`src/rtl/crc33_frame_sched.sv`:
```
// Round-robin frame scheduler sharing one external combinational CRC33 engine between two requesters;
// one IDLE cycle precedes each frame, beats stream at 1/cycle, and an unconsumed result stalls both requesters.
module crc33_frame_sched #(
  parameter logic [32:0] INIT   = 33'h1_FFFF_FFFF,
  parameter logic [32:0] XOROUT = 33'h0_0000_0000
) (
  input  logic         clk,
  input  logic         reset,
  input  logic         req0_valid,
  input  logic [263:0] req0_data,
  input  logic         req0_last,
  output logic         req0_ready,
  input  logic         req1_valid,
  input  logic [263:0] req1_data,
  input  logic         req1_last,
  output logic         req1_ready,
  output logic [263:0] eng_data,
  output logic [32:0]  eng_crc,
  input  logic [32:0]  eng_next,
  output logic         res_valid,
  output logic [32:0]  res_crc,
  output logic         res_src,
  output logic [15:0]  res_beats,
  input  logic         res_ready
);

  typedef enum logic [1:0] {IDLE = 2'd0, BUSY = 2'd1, RESULT = 2'd2} state_t;

  typedef struct packed {
    logic [32:0] crc;
    logic        src;
    logic [15:0] beats;
  } res_t;

  state_t      state_q, state_d;
  logic        grant_q, grant_d;
  logic        rr_q, rr_d;
  logic [32:0] crc_q, crc_d;
  logic [15:0] cnt_q, cnt_d;
  logic        res_vld_q, res_vld_d;
  res_t        res_q, res_d;

  logic         sel_valid;
  logic         sel_last;
  logic [263:0] sel_data;
  logic [15:0]  cnt_inc;

  assign sel_valid = grant_q ? req1_valid : req0_valid;
  assign sel_last  = grant_q ? req1_last  : req0_last;
  assign sel_data  = grant_q ? req1_data  : req0_data;
  assign cnt_inc   = (cnt_q == 16'hFFFF) ? cnt_q : cnt_q + 16'd1;

  always_comb begin
    state_d    = state_q;
    grant_d    = grant_q;
    rr_d       = rr_q;
    crc_d      = crc_q;
    cnt_d      = cnt_q;
    res_vld_d  = res_vld_q;
    res_d      = res_q;
    req0_ready = 1'b0;
    req1_ready = 1'b0;
    eng_data   = '0;
    eng_crc    = crc_q;

    case (state_q)
      IDLE: begin
        if (req0_valid || req1_valid) begin
          // Preferred requester wins if valid, otherwise the other one must be the valid one.
          grant_d = rr_q ? req1_valid : ~req0_valid;
          state_d = BUSY;
        end
        crc_d = INIT;
        cnt_d = '0;
      end
      BUSY: begin
        req0_ready = ~grant_q;
        req1_ready = grant_q;
        eng_data   = sel_data;
        if (sel_valid) begin
          crc_d = eng_next;
          cnt_d = cnt_inc;
          if (sel_last) begin
            res_d.crc   = eng_next ^ XOROUT;
            res_d.src   = grant_q;
            res_d.beats = cnt_inc;
            res_vld_d   = 1'b1;
            state_d     = RESULT;
          end
        end
      end
      RESULT: begin
        if (res_ready) begin
          res_vld_d = 1'b0;
          rr_d      = ~res_q.src;
          state_d   = IDLE;
        end
      end
      default: state_d = IDLE;
    endcase
  end

  always_ff @(posedge clk or posedge reset) begin
    if (reset) begin
      state_q   <= IDLE;
      grant_q   <= 1'b0;
      rr_q      <= 1'b0;
      crc_q     <= INIT;
      cnt_q     <= '0;
      res_vld_q <= 1'b0;
      res_q     <= '0;
    end else begin
      state_q   <= state_d;
      grant_q   <= grant_d;
      rr_q      <= rr_d;
      crc_q     <= crc_d;
      cnt_q     <= cnt_d;
      res_vld_q <= res_vld_d;
      res_q     <= res_d;
    end
  end

  assign res_valid = res_vld_q;
  assign res_crc   = res_q.crc;
  assign res_src   = res_q.src;
  assign res_beats = res_q.beats;

endmodule

```
`config.mk`:
```
export PLATFORM = sky130hd
export DESIGN_NAME = crc33_frame_sched
export DESIGN_NICKNAME = d
export VERILOG_FILES = /design/src/rtl/crc33_frame_sched.sv
export SDC_FILE = /design/constraint.sdc
export NUM_CORES = 1
export LEC_CHECK = 0
export CAP_MARGIN = 15
export CORE_AREA = 2 2 354 356
export CTS_BUF_LIST = sky130_fd_sc_hd__clkbuf_8
export DETAILED_ROUTE_END_ITERATION = 8
export DIE_AREA = 0 0 356 358
export HOLD_SLACK_MARGIN = 0.06
export PLACE_DENSITY = 0.3
export SETUP_SLACK_MARGIN = 0.3
export SLEW_MARGIN = 0
export SYNTH_ARGS = -nofsm -noshare
export SYNTH_HDL_FRONTEND = slang
export SYNTH_SLANG_ARGS = --single-unit
```
`constraint.sdc`:
```
create_clock -name clk -period 7.1 [get_ports clk]
set_clock_uncertainty 0.2 [all_clocks]
set_input_delay 2.13 -clock clk [delete_from_list [all_inputs] [get_ports clk]]
set_output_delay 2.13 -clock clk [all_outputs]
set_load 0.01 [all_outputs]
```
==> impl_metrics.py <==
metrics = {
    "setup_path": {
        "timing.critical_path.mode_cell": "clkdlybuf4s50_1",
        "setup.worst_path.start_class": "input port",
        "worst-path-buf-inv": 2,
        "ff2ff_setup_slack_ps": 3470,
        "crit_arrival_ps": 4310,
        "end_kind": "output pin",
        "crit_path_max_fanout": 1,
        "critPathTopFamily": "buffers and inverters",
        "cp_slowest_cell": "nor2_1",
        "critPathMaxStageDelay_ps": 750,
        "critPathKind": "in -> out",
        "crit_required_ps": 4770,
        "critical_path.cell_chain": "clkdlybuf4s50_1 -> mux2i_1 -> nor2_1 -> clkdlybuf4s50_1",
    },
    "placed_design": {
        "port_buffers": 917,
        "dp_hpwl_um": 96750,
        "place_congestion": 0.8210,
    },
    "power_and_ir_drop": {
        "netSwitchingFraction_pct": 47.32,
        "totalPowerFinal_mw": 6.288,
        "power_frac_seq_pct": 16.9,
        "clockPowerShare_pct": 6.7,
        "power_density_mw_per_mm2": 318.2,
        "p_int_mw": 3.313,
        "ir_drop_uv": 216.3,
        "combPwrFrac_pct": 76.4,
        "p_leak_nw": 7.892,
        "p_sw_mw": 2.975,
    },
    "global_routing": {
        "grt_first_pass_wirelength_um": 132500,
        "grtUsageMet1_pct": 17.94,
        "grt_use_total_pct": 16.17,
        "use_met3_pct": 6.046,
        "grt-ovfl-total": 0,
        "grt_max_degree": 111,
        "grt_pass1_vias": 12000,
        "use_met2_pct": 29.50,
        "antenna_found_initial": 142,
        "busiest_layer": "met2",
    },
    "synthesis": {
        "syn-cell-area_mm2": 0.008442,
        "ys_ff_latch": 104,
        "synth_edf_count": 0,
        "ys_seq_area_share_pct": 31.32,
        "syn_area_per_cell_um2": 8.188,
        "synth.distinct_cells": 48,
        "netlist_top_cells_area": "mux2i_1 32%, dfrtp_1 21%, nor2_1 12%",
        "synthArstFlopShare_pct": 100.0,
        "synth_fp_nets": 1604,
        "synthCells": 1031,
        "yosys_warnings": 0,
        "synth_top_area_cell": "mux2i_1",
        "synth_flop_cell": "dfrtp_1",
        "synth_top_area_share_pct": 31.66,
    },
    "timing": {
        "relSlewSlack_pct": 25.35,
        "max_freq_ghz": 0.1505,
        "post-route-period-util_pct": 93.58,
        "setup_viol": 0,
        "finalHoldViolCount": 0,
        "final_max_slew_viol_count": 0,
        "tightest_slew_ps": 1120,
        "tns_ps": 0,
        "fin_crit_ps": 6644,
        "rsz0062_at_grt": "false",
    },
    "layout": {
        "drive_above_1_share_pct": 4.373,
        "fin_nets": 2466,
        "syn_to_final_growth_pct": 134.1,
    },
    "clocking": {
        "cts.sinks": 104,
        "root_buffer": "clkbuf_8",
        "cts_max_level": 3,
        "clk_path_buf_depth": 2,
        "ctsResizeCount": 0,
        "postCtsHoldBufs": 0,
        "clk_pin_slew_ps": 110,
        "cts_tree": "done",
        "clk_latency_ps": 400,
        "cts_made_buffers": 9,
        "cts_setup_buffers": 0,
    },
    "worst_hold_path": {
        "hold_class": "reg -> reg",
    },
    "floorplan": {
        "rows": 129,
        "die-area_mm2": 0.1274,
        "die_w_um": 356,
        "initial_core_util_pct": 6.846,
        "ioPinCount": 918,
        "core_area_mm2": 0.1233,
        "fp.dieH_um": 358,
    },
    "route": {
        "num_vias": 11710,
        "drc_errors": 0,
        "wl_per_cell_um": 30.62,
        "drt_iter0_markers": 541,
        "dr.pass1.iters": 5,
        "postRouteAntennaNets": 0,
        "vias_per_cell": 3.295,
        "drt_wl_total_um": 108700,
    },
    "run_status": {
        "status": "finished, final reports clean",
    },
    "run": {
        "max-cap-violations": 0,
    },
}
==> final timing paths <==
path	start	end	depth (start not counted)
worst max-delay path	req0_data[32]	eng_data[32]	4
worst min-delay path	res_crc[22]$_DFFE_PP0P_	res_crc[22]$_DFFE_PP0P_	2
worst max register to register	grant_q$_DFFE_PP0P_	cnt_q[12]$_DFFE_PP0P_	6
worst min register to register	res_crc[22]$_DFFE_PP0P_	res_crc[22]$_DFFE_PP0P_	2
max in group asynchronous	reset	eng_crc[23]$_DFFE_PP1P_	3
min in group asynchronous	reset	res_crc[10]$_DFFE_PP0P_	2
==> power groups by stage <==
stage / Combinational, mW / Clock (mW) / Sequential (mW)
after floorplan: 2.04 / 0 / 1.06
final: 4.81 / 0.422 / 1.06
after global placement: 4.90 / 0 / 1.07
after detailed placement: 4.88 / 0 / 1.08
after CTS: 4.92 / 0.456 / 1.07
after global routing: 5.15 / 0.474 / 1.09
==> area by class of cell <==
type	instances	area (µm²)
Antenna cell	17	42.54
Tap cell	1637	2048
Timing Repair Buffer	937	9354
Inverter	8	40.04
Clock buffer	9	123.9
Fill cell	14010	103600
Clock inverter	7	86.33
Multi-Input combinational cell	833	5420
Sequential cell	104	2648
==> layer usage <==
layer	share of wire [%]	routed length, µm	up-vias
li1	-	-	5256
met1	38	41210	5514
met2	51	55570	661
met3	8.6	9364	252
met4	2.3	2486	22
met5	0.11	117	-
==> registers in the layout, indices dropped and copies added, names as in the netlist <==
name and count:
res_src 1, cnt_q 16, rr_q 1, eng_crc 33, state_q 2, res_beats 16, grant_q 1, res_crc 33
res_valid 1
==> cell usage after synthesis, drive strengths merged, types with 5 or more instances <==
| cell type | instances |
|---|---|
| a21oi | 10 |
| a31oi | 9 |
| buf | 42 |
| clkbuf | 44 |
| dfrtp | 71 |
| dfstp | 33 |
| ha | 5 |
| inv | 8 |
| mux2i | 267 |
| nand2 | 135 |
| nand3 | 9 |
| nor2 | 278 |
| o21ai | 24 |
| o22a | 34 |
| xnor2 | 7 |
| xor2 | 7 |
==> layout by cell type (no fill, tap or decap), drive strengths merged, types with 3 or more instances in the layout <==
master,n
buf,20
nand3,9
nor3,4
dfrtp,71
and2,4
nor2,278
inv,11
xnor2,7
nand2,135
ha,5
nor4,4
mux2i,267
clkbuf,9
o21ai,24
dfstp,33
a22o,3
o31ai,4
clkdlybuf4s50,917
xor2,7
and4,4
nand4,4
o22a,34
diode,17
a31oi,9
a21oi,10
==> cell families after synthesis <==
family          synth area share (%)
simple gates                   21.76
fa+ha+maj                     0.7411
flops                          31.32
xor+xnor                       1.453
buf+inv                        4.698
compound gates                 8.241
mux                            31.79
==> worst min-delay path, cell delays in order, from the launching register on <==
cell     delay, ps
dfrtp_1        360
nand2_1         50
nand2_1         60
==> through the flow <==
| step | cells | util (%) | hold slack [ps] | setup WS (ps) | cell area, µm² |
|---|---|---|---|---|---|
| after floorplan | 1031 | - | 293.5 | 2092 | 8442 |
| after global placement | 3519 | 15.82 | 257.4 | 316.9 | 19510 |
| after detailed placement | 3519 | 15.82 | 261.8 | 332.6 | 19510 |
| after CTS | 3535 | 15.99 | 292.0 | 323.1 | 19720 |
| after global routing | 3545 | 16.01 | 311.0 | 331.5 | 19750 |
| final | 3552 | 16.03 | 285.8 | 455.9 | 19760 |
Note: power is estimated with default switching activity, not from simulation.
